==> src/rtl/new_usb_ohci_pkg.sv <==
// Shared OHCI scheduling types: channel kinds, scheduler states and the CBSR width.
package new_usb_ohci_pkg;

  localparam int CbsrWidth = 2;

  typedef enum logic [1:0] {
    CH_CONTROL   = 2'd0,
    CH_BULK      = 2'd1,
    CH_INTERRUPT = 2'd2
  } channel_t;

  typedef enum logic [2:0] {
    ST_IDLE       = 3'd0,
    ST_NP_SEL     = 3'd1,
    ST_NP_WAIT    = 3'd2,
    ST_P_WAIT     = 3'd3,
    ST_FRAME_DONE = 3'd4
  } sched_state_t;

endpackage

==> src/rtl/new_usb_cb_ratio_counter.sv <==
// Counts served control TDs and flags when the control:bulk ratio forces a bulk turn.
// The count clears on the same control TD that raises force_bulk_o.
module new_usb_cb_ratio_counter
  import new_usb_ohci_pkg::*;
(
  input  logic                 clk_i,
  input  logic                 rst_i,
  input  logic                 ctrl_served_i,
  input  logic [CbsrWidth-1:0] cbsr_i,
  output logic                 force_bulk_o
);

  logic [CbsrWidth-1:0] count_q, count_d;

  // >= rather than == so a CBSR lowered below the running count still wraps.
  assign force_bulk_o = ctrl_served_i && (count_q >= cbsr_i);

  always_comb begin
    count_d = count_q;
    if (ctrl_served_i) begin
      count_d = force_bulk_o ? '0 : count_q + 1'b1;
    end
  end

  always_ff @(posedge clk_i or posedge rst_i) begin
    if (rst_i) count_q <= '0;
    else       count_q <= count_d;
  end

endmodule

==> src/rtl/new_usb_list_scheduler.sv <==
// Frame-level OHCI list scheduler: one list-service request at a time, control:bulk ratio, np2p/p2np pulses.
// NEW_USB_LIST_SCHEDULER_STATS_EN adds saturating served-TD and overrun counters.
module new_usb_list_scheduler
  import new_usb_ohci_pkg::*;
#(
  parameter int StatsWidth = 16
) (
  input  logic                 clk_i,
  input  logic                 rst_i,
  input  logic                 cle_i,
  input  logic                 ble_i,
  input  logic                 ple_i,
  input  logic                 clf_i,
  input  logic                 blf_i,
  input  logic [CbsrWidth-1:0] cbsr_i,
  input  logic                 sof_i,
  input  logic                 periodic_start_i,
  input  logic                 frame_end_i,
  input  logic                 served_td_i,
  input  logic                 list_end_i,
  output logic                 req_valid_o,
  output channel_t             req_type_o,
  output logic                 req_head_o,
  input  logic                 req_ready_i,
  output logic                 clf_clear_o,
  output logic                 blf_clear_o,
  output logic                 context_switch_np2p_o,
  output logic                 context_switch_p2np_o,
  output logic                 overrun_o
`ifdef NEW_USB_LIST_SCHEDULER_STATS_EN
  ,
  output logic [StatsWidth-1:0] stat_ctrl_td_o,
  output logic [StatsWidth-1:0] stat_bulk_td_o,
  output logic [StatsWidth-1:0] stat_per_td_o,
  output logic [StatsWidth-1:0] stat_overrun_o
`endif
);

  sched_state_t state_q, state_d;
  channel_t     cur_type_q, cur_type_d;
  channel_t     np_type_q, np_type_d;
  channel_t     lock_type_q, lock_type_d;
  logic         ctrl_head_q, ctrl_head_d;
  logic         bulk_head_q, bulk_head_d;
  logic         ctrl_srv_q, ctrl_srv_d;
  logic         bulk_srv_q, bulk_srv_d;
  logic         lock_q, lock_d;
  logic         per_pend_q, per_pend_d;
  logic         per_head_q, per_head_d;
  logic         clf_clr_q, clf_clr_d;
  logic         blf_clr_q, blf_clr_d;
  logic         np2p_q, np2p_d;
  logic         p2np_q, p2np_d;
  logic         ovr_q, ovr_d;

  logic ctrl_avail, bulk_avail, sel_ctrl, sel_bulk;
  logic ctrl_served, bulk_served, per_served;
  logic force_bulk, enter_per, handshake;

  assign ctrl_avail  = cle_i && clf_i;
  assign bulk_avail  = ble_i && blf_i;
  assign sel_ctrl    = ctrl_avail && ((np_type_q == CH_CONTROL) || !bulk_avail);
  assign sel_bulk    = !sel_ctrl && bulk_avail;
  assign ctrl_served = served_td_i && (cur_type_q == CH_CONTROL);
  assign bulk_served = served_td_i && (cur_type_q == CH_BULK);
  assign per_served  = served_td_i && (cur_type_q == CH_INTERRUPT);
  assign handshake   = (state_q == ST_NP_SEL) && req_valid_o && req_ready_i;

  new_usb_cb_ratio_counter u_ratio (
    .clk_i         (clk_i),
    .rst_i         (rst_i),
    .ctrl_served_i (ctrl_served),
    .cbsr_i        (cbsr_i),
    .force_bulk_o  (force_bulk)
  );

  // Once presented, a nonperiodic request is locked so it cannot change before acceptance.
  always_comb begin
    req_valid_o = 1'b0;
    req_type_o  = CH_CONTROL;
    req_head_o  = 1'b0;
    case (state_q)
      ST_NP_SEL: begin
        if (lock_q) begin
          req_valid_o = 1'b1;
          req_type_o  = lock_type_q;
        end else if (sel_ctrl || sel_bulk) begin
          req_valid_o = 1'b1;
          req_type_o  = sel_ctrl ? CH_CONTROL : CH_BULK;
        end
        req_head_o = req_valid_o &&
                     ((req_type_o == CH_CONTROL) ? ctrl_head_q : bulk_head_q);
      end
      ST_P_WAIT: begin
        req_valid_o = per_pend_q;
        req_type_o  = per_pend_q ? CH_INTERRUPT : CH_CONTROL;
        req_head_o  = per_pend_q && per_head_q;
      end
      default: ;
    endcase
  end

  always_comb begin
    state_d     = state_q;
    cur_type_d  = cur_type_q;
    np_type_d   = np_type_q;
    lock_type_d = lock_type_q;
    ctrl_head_d = ctrl_head_q;
    bulk_head_d = bulk_head_q;
    ctrl_srv_d  = ctrl_srv_q;
    bulk_srv_d  = bulk_srv_q;
    lock_d      = lock_q;
    per_pend_d  = per_pend_q;
    per_head_d  = per_head_q;
    clf_clr_d   = 1'b0;
    blf_clr_d   = 1'b0;
    np2p_d      = 1'b0;
    p2np_d      = 1'b0;
    ovr_d       = 1'b0;
    enter_per   = 1'b0;

    // List bookkeeping follows the last accepted request even after it was dropped.
    if (ctrl_served) begin
      ctrl_head_d = 1'b0;
      ctrl_srv_d  = 1'b1;
      if (force_bulk) np_type_d = CH_BULK;
    end
    if (bulk_served) begin
      bulk_head_d = 1'b0;
      bulk_srv_d  = 1'b1;
      np_type_d   = CH_CONTROL;
    end
    if (list_end_i && (cur_type_q == CH_CONTROL)) begin
      ctrl_head_d = 1'b1;
      clf_clr_d   = !(ctrl_srv_q || served_td_i);
      ctrl_srv_d  = 1'b0;
    end
    if (list_end_i && (cur_type_q == CH_BULK)) begin
      bulk_head_d = 1'b1;
      blf_clr_d   = !(bulk_srv_q || served_td_i);
      bulk_srv_d  = 1'b0;
    end

    case (state_q)
      ST_IDLE: begin
        if (sof_i) state_d = ST_NP_SEL;
      end
      ST_NP_SEL: begin
        if (handshake) begin
          cur_type_d = req_type_o;
          lock_d     = 1'b0;
          state_d    = ST_NP_WAIT;
        end else if (req_valid_o) begin
          lock_d      = 1'b1;
          lock_type_d = req_type_o;
        end else if (periodic_start_i) begin
          enter_per = 1'b1;
        end
      end
      ST_NP_WAIT: begin
        if (served_td_i || list_end_i) begin
          if (periodic_start_i) enter_per = 1'b1;
          else                  state_d   = ST_NP_SEL;
        end
      end
      ST_P_WAIT: begin
        if (per_pend_q && req_ready_i) per_pend_d = 1'b0;
        if (list_end_i) begin
          p2np_d     = 1'b1;
          per_pend_d = 1'b0;
          state_d    = ST_FRAME_DONE;
        end else if (served_td_i) begin
          per_pend_d = 1'b1;
          per_head_d = 1'b0;
        end
      end
      default: ;
    endcase

    if (enter_per) begin
      if (ple_i) begin
        state_d    = ST_P_WAIT;
        np2p_d     = 1'b1;
        per_pend_d = 1'b1;
        per_head_d = 1'b1;
        cur_type_d = CH_INTERRUPT;
      end else begin
        state_d = ST_FRAME_DONE;
      end
    end

    // Frame end wins over everything in flight; a same-cycle SOF then starts the new frame.
    if (frame_end_i) begin
      ovr_d      = (state_q == ST_P_WAIT);
      p2np_d     = 1'b0;
      np2p_d     = 1'b0;
      lock_d     = 1'b0;
      per_pend_d = 1'b0;
      state_d    = sof_i ? ST_NP_SEL : ST_IDLE;
    end
  end

  always_ff @(posedge clk_i or posedge rst_i) begin
    if (rst_i) begin
      state_q     <= ST_IDLE;
      cur_type_q  <= CH_CONTROL;
      np_type_q   <= CH_CONTROL;
      lock_type_q <= CH_CONTROL;
      ctrl_head_q <= 1'b1;
      bulk_head_q <= 1'b1;
      ctrl_srv_q  <= 1'b0;
      bulk_srv_q  <= 1'b0;
      lock_q      <= 1'b0;
      per_pend_q  <= 1'b0;
      per_head_q  <= 1'b1;
      clf_clr_q   <= 1'b0;
      blf_clr_q   <= 1'b0;
      np2p_q      <= 1'b0;
      p2np_q      <= 1'b0;
      ovr_q       <= 1'b0;
    end else begin
      state_q     <= state_d;
      cur_type_q  <= cur_type_d;
      np_type_q   <= np_type_d;
      lock_type_q <= lock_type_d;
      ctrl_head_q <= ctrl_head_d;
      bulk_head_q <= bulk_head_d;
      ctrl_srv_q  <= ctrl_srv_d;
      bulk_srv_q  <= bulk_srv_d;
      lock_q      <= lock_d;
      per_pend_q  <= per_pend_d;
      per_head_q  <= per_head_d;
      clf_clr_q   <= clf_clr_d;
      blf_clr_q   <= blf_clr_d;
      np2p_q      <= np2p_d;
      p2np_q      <= p2np_d;
      ovr_q       <= ovr_d;
    end
  end

  assign clf_clear_o           = clf_clr_q;
  assign blf_clear_o           = blf_clr_q;
  assign context_switch_np2p_o = np2p_q;
  assign context_switch_p2np_o = p2np_q;
  assign overrun_o             = ovr_q;

`ifdef NEW_USB_LIST_SCHEDULER_STATS_EN
  logic [StatsWidth-1:0] st_ctrl_q, st_bulk_q, st_per_q, st_ovr_q;

  always_ff @(posedge clk_i or posedge rst_i) begin
    if (rst_i) begin
      st_ctrl_q <= '0;
      st_bulk_q <= '0;
      st_per_q  <= '0;
      st_ovr_q  <= '0;
    end else begin
      if (ctrl_served && !(&st_ctrl_q)) st_ctrl_q <= st_ctrl_q + 1'b1;
      if (bulk_served && !(&st_bulk_q)) st_bulk_q <= st_bulk_q + 1'b1;
      if (per_served  && !(&st_per_q))  st_per_q  <= st_per_q + 1'b1;
      if (ovr_q       && !(&st_ovr_q))  st_ovr_q  <= st_ovr_q + 1'b1;
    end
  end

  assign stat_ctrl_td_o = st_ctrl_q;
  assign stat_bulk_td_o = st_bulk_q;
  assign stat_per_td_o  = st_per_q;
  assign stat_overrun_o = st_ovr_q;
`else
  logic [StatsWidth-1:0] unused_stats;
  logic                  unused_per_served;
  assign unused_stats      = '0;
  assign unused_per_served = per_served;
`endif

endmodule
==> config.mk <==
export PLATFORM = sky130hd
export DESIGN_NAME = new_usb_list_scheduler
export DESIGN_NICKNAME = d
export VERILOG_FILES = /design/src/rtl/new_usb_ohci_pkg.sv /design/src/rtl/new_usb_cb_ratio_counter.sv /design/src/rtl/new_usb_list_scheduler.sv
export SDC_FILE = /design/constraint.sdc
export NUM_CORES = 1
export LEC_CHECK = 0
export BUFFER_PORTS_ARGS = -buffer_cell sky130_fd_sc_hd__buf_2
export CORE_MARGIN = 2
export CORE_UTILIZATION = 53
export DETAILED_ROUTE_END_ITERATION = 6
export GPL_TIMING_DRIVEN = 0
export PLACE_DENSITY = 0.81
export SKIP_LAST_GASP = 1
export SYNTH_ARGS = -nofsm -noshare
export SYNTH_HDL_FRONTEND = slang
export SYNTH_SLANG_ARGS = --single-unit
export TNS_END_PERCENT = 100
==> constraint.sdc <==
create_clock -name clk_i -period 2.15 [get_ports clk_i]
set_input_delay 0.215 -clock clk_i [delete_from_list [all_inputs] [get_ports clk_i]]
set_output_delay 0.215 -clock clk_i [all_outputs]
set_load 0.01 [all_outputs]
* Word level (Yosys, flattened, before mapping)
Cells that the tools add are included.
W data, S select, Z words.
** Storage, ports and cells
- Logic and storage cells :: 135
- Input bits :: 15
- Register bits :: 23
- Output and inout port bits :: 9
** Operators by class
- Reductions and logical operators :: 38
- Add/subtract/negate cells :: 1
- Order comparisons :: 1
- Multiplexer cells :: 68
- Equality and inequality tests :: 9
- Bitwise logic cells :: 1
** Operators with widths (number)
- $mux W1 :: 44
- $mux W3 :: 8
- $mux W2 :: 11
- $ne A4 B4 Y1 const B :: 5
- $logic_and A1 B1 Y1 :: 14
- $pmux W3 S4 :: 1
- $reduce_bool A2 Y1 :: 5
- $eq A3 B2 Y1 const B :: 2
- $logic_not A2 Y1 :: 3
- $pmux W1 S2 :: 3
- $reduce_and A6 Y1 :: 1
- $reduce_bool A6 Y1 :: 1
- $logic_or A1 B1 Y1 :: 5
- $logic_not A1 Y1 :: 4
- $pmux W2 S2 :: 1
- $reduce_and A2 Y1 :: 2
- $eq A3 B1 Y1 const B :: 1
- $logic_not A3 Y1 :: 1
- $reduce_and A3 Y1 :: 1
- $reduce_bool A3 Y1 :: 1
- $add A2 B1 Y2 const B :: 1
- $eq A2 B1 Y1 const B :: 1
- $ge A2 B2 Y1 :: 1
- $not A1 Y1 :: 1

* Depth between registers and ports, before layout
- Depth after elaboration :: 17
- Depth in mapped cells :: 6
- Mapped depth without buffers :: 6

* Modules after synthesis
Synthesis repeated with hierarchy kept, for this count alone.
** Unflattened totals
- Cells, all modules :: 122
- Area, all modules :: 1212.4 µm²
** By module, submodules not included
- new_usb_list_scheduler :: cells each 107, sequential area each 504.2 µm², times used 1, area each 1057.3 µm²
- new_usb_cb_ratio_counter :: cells each 15, sequential area each 50.0 µm², times used 1, area each 155.1 µm²

* Worst setup path after synthesis
OpenSTA, ideal clock, no wires.
- Kind :: flip-flop to flip-flop
- Start point :: reg state_q[2]
- End point :: reg lock_type_q[1]
- Data required time :: 2.022 ns
- Data arrival time :: 1.382 ns
- Path buffers :: 0
- Path slack :: 0.640 ns
- Library setup time :: 0.128 ns
- Period minus slack after synthesis :: 1.510 ns
- Cell stages (with the launch flop) :: 4
- Cells stage by stage :: dfrtp_1 or3b_4 nor3_4 mux2_1
** On the way
- Cells in the longest elaborated chain, start to end :: 6
- Elaborated cells between the ends (all ways) :: 8
** RTL lines
- start: declaration :: RTL line new_usb_list_scheduler.sv:39 : sched_state_t state_q, state_d;
- start signal: assignment :: RTL line new_usb_list_scheduler.sv:222 : state_q <= state_d;
- $eq A3 B2 Y1 / $eq A3 B1 Y1 (equally long branches) :: RTL line new_usb_list_scheduler.sv:82, new_usb_list_scheduler.sv:67, new_usb_list_scheduler.sv:144
- $pmux W1 S2 :: RTL line new_usb_list_scheduler.sv:82 : case (state_q)
- $logic_and A1 B1 Y1 (2 in a row) :: RTL line new_usb_list_scheduler.sv:67 : assign handshake = (state_q == ST_NP_SEL) && req_valid_o && req_ready_i;
- $not A1 Y1 (no source line)
- $reduce_and A3 Y1 (no source line)
- end signal: assignment :: RTL line new_usb_list_scheduler.sv:225 : lock_type_q <= lock_type_d;
- end: declaration :: RTL line new_usb_list_scheduler.sv:42 : channel_t lock_type_q, lock_type_d;
Parallel ways exist; a longest one is shown, timed or not.
A chain may end at the register's enable or synchronous reset.

* Worst setup path in the final report
- Start point :: reg state_q[1]
- End point :: out req_type_o[1]
** On the way
- Cells in the longest elaborated chain, start to end :: 2
- Elaborated cells between the ends (all ways) :: 3
** RTL lines
- $eq A3 B2 Y1 / $eq A3 B1 Y1 (equally long branches) :: RTL line new_usb_list_scheduler.sv:82
- $pmux W2 S2 (*) :: RTL line new_usb_list_scheduler.sv:82
- end: declaration :: RTL line new_usb_list_scheduler.sv:22 : output channel_t req_type_o,
Mark *: on every way between the ends. The rest lies on a longest branch, timed or not.

==> metrics.txt <==
status finished clean; # rows 17; diode count 0; wire per inst ~13 um; Hold Path Class input pin to async pin; fin area roughly 1400 um2; Clock Skews 0.00347 ns; DRT iter0 DRCs 11; GRT overflow 0; Min Clock Period, post-route 1.90 ns; Critical-path top delay cell a211oi_1; most used cell along the critical path buf_2; FF-to-FF setup slack approximately 0.51 ns; largest net degree at the start of global routing 23; RSZ-0062 raised after global routing false; Psw between 0.6 and 0.7 mW; # hold bufs at CTS 0; worst-skew pair later-pin latency 0.30 ns; Synth cell types 46; Post-synth EDFFs 0; CP arrival about 1.7 ns; I/O Buffers 22; Worst Tran Pin Value 0.791 ns; worst r2r src state_q[0]; total core area between 2000 and 2500 um2; Seq cells post-synth 22; layout net count ~170; CTS Buffer Depth 2; CP endpoint kind output pin; CTS tree yes; CTS buffer count 3; die area between 2000 and 3000 um2; Fillers slightly below 200; clock root buffer clkbuf_4; total clock sinks 22; WP data required just under 2 ns; Post-Syn Area per Cell just under 10 um2; Die X between 50 and 60 um; # H-tree levels 1; cell count after synthesis roughly 120; hpwl dp about 1900 um; Worst-path clk slew 0.11 ns; Core Util, Final 0.629; post-route ant nets 0; PwrDens 1150 nW/um2; vias per cell between 5 and 6; Die Y-Extent slightly above 50 um; sequential power share 0.434; final setup TNS 0 ns; Synth warnings 0; initial antenna violation count 0; Pwr Total 1.59 mW; Internal Power about 0.97 mW; Worst Path Buf+Inv 2; CP startpoint state_q[1]; mapped cell area 1210 um2; setup violators final 0; GRT Total Usage 0.200; register area share after synthesis 0.460; first-pass GRT wire length 3880 um; Switching Share 0.385; CP max FO 10; Lkg Pwr approximately 0.67 nW; FMAX between 500 and 600 MHz; FFs w/ async S/R, synth 1.00; Layout area overhead 14.2%; Main synth FF type dfrtp_1; Final Hold Viols 0; CP cell instances buf_2, nand3b_1, a211oi_1, buf_2; Post-Place Setup Slack 0.527 ns; Ports 24; fin crit share 0.884; max incr delay on CP roughly 0.42 ns; starting density of the core 0.551; number of global-route vias before repair a little over 900; Synth Net Count 140; CP top delay family compound AO/OA/AOI/OAI gates; DRC violations left 0; TritonRoute pass-1 iters 5; Slew headroom 0.472; clock power share 0.120; commonest non-fill, non-tap cell in the layout buf_2; fin. max-slew vios 0; most frequent cells in the layout buf_2 (25), dfrtp_1 (19), nand2_1 (13), inv_1 (10), nor2_1 (9); CP startpoint kind flip-flop; Setup CP Type flip-flop to output pin; GPL Wtd Cong around 0.89; CTS resizes 0; Peak VDD IR between 600 and 700 uV; Combinational Power Share 0.446; Max Cap Viol 0; vias 1001; setup ws final ~0.25 ns; area post-placement between 1000 and 1500 um2; final WL roughly 2400 um; Post-CTS Setup Repair Bufs 0; layout cells sized above 1 0.262
final timing paths:
kind,endpoint,cells after the start
hold reg to reg,blf_clear_o,1
max in group asynchronous,lock_type_q[0],2
hold / removal,cur_type_q[1],2
min in group clk_i,clf_clear_o,2
setup / recovery,req_type_o[1],4
setup reg to reg,lock_type_q[1],3
power groups by stage:
stage | Combinational (mW) | Sequential, mW | Clock [mW]
2_1_floorplan | 0.557 | 0.669 | 0
3_3_place_gp | 0.685 | 0.687 | 0
3_5_place_dp | 0.708 | 0.696 | 0
4_1_cts | 0.711 | 0.687 | 0.196
5_1_grt | 0.795 | 0.711 | 0.216
6_report | 0.708 | 0.688 | 0.190
through the flow:
stage          std cells  hold slack [ns]
2_1_floorplan        123            0.202
3_3_place_gp         173            0.400
3_5_place_dp         173            0.413
4_1_cts              177           0.0725
5_1_grt              177           0.0947
6_report             177           0.0403
layout make-up:
type,count,area (um2),area share
well taps,28,35.0,0.0254
plain buffers,4,18.8,0.0136
multi-input cells,87,596,0.432
clock buffers,4,26.3,0.0191
inverters,10,37.5,0.0272
repair buffers,22,110,0.0799
flip-flops and latches,22,554,0.402
state kept, by name, indices dropped and copies added (netlist names):
name                   flops
overrun_o                  1
ctrl_head_q                1
bulk_head_q                1
per_head_q                 1
cur_type_q                 2
lock_q                     1
per_pend_q                 1
bulk_srv_q                 1
lock_type_q                2
u_ratio.count_q            2
context_switch_p2np_o      1
np_type_q                  1
clf_clear_o                1
blf_clear_o                1
ctrl_srv_q                 1
state_q                    3
context_switch_np2p_o      1
layer usage:
| metal | routed length (um) | GRT usage | part of all wire |
|---|---|---|---|
| met1 | 1120 | 0.268 | 0.47 |
| met2 | 1120 | 0.323 | 0.47 |
| met3 | 109 | 0.0259 | 0.046 |
| met4 | 38 | 0.0921 | 0.016 |
| met5 | 0 | 0 | 0 |
worst reg2reg max path, stage by stage, from the launching register on:
cell     delay (ns)
dfrtp_1        0.50
or3b_4         0.46
nor3_4         0.23
mux2_1         0.35
synth_stat cells (2+ instances only):
| cell | number | share of area |
|---|---|---|
| nor3_1 | 2 | 0.0083 |
| nor2_1 | 9 | 0.028 |
| dfrtp_1 | 19 | 0.39 |
| o21ai_0 | 2 | 0.0083 |
| dfstp_2 | 3 | 0.065 |
| a21oi_1 | 6 | 0.025 |
| a22o_1 | 2 | 0.015 |
| nand2b_1 | 4 | 0.021 |
| a22oi_1 | 2 | 0.012 |
| a221oi_1 | 2 | 0.015 |
| nor3b_2 | 2 | 0.021 |
| nor2b_1 | 4 | 0.021 |
| nor3b_1 | 2 | 0.012 |
| buf_2 | 3 | 0.012 |
| o211ai_1 | 2 | 0.012 |
| nand3_1 | 4 | 0.017 |
| and3b_1 | 2 | 0.015 |
| a211oi_1 | 2 | 0.012 |
| inv_1 | 10 | 0.031 |
| nand2_1 | 13 | 0.040 |
| a31oi_1 | 2 | 0.010 |
| ha_1 | 2 | 0.021 |
cell families after synthesis:
logic type | share of synthesized area
buffers and inverters | 0.0467
AO/OA/AOI/OAI | 0.198
XOR/XNOR | 0.0145
multiplexers | 0.0176
adder cells (fa/ha/maj) | 0.0207
flip-flops | 0.460
AND/OR/NAND/NOR | 0.243
Note: power is estimated with default switching activity, not from simulation.
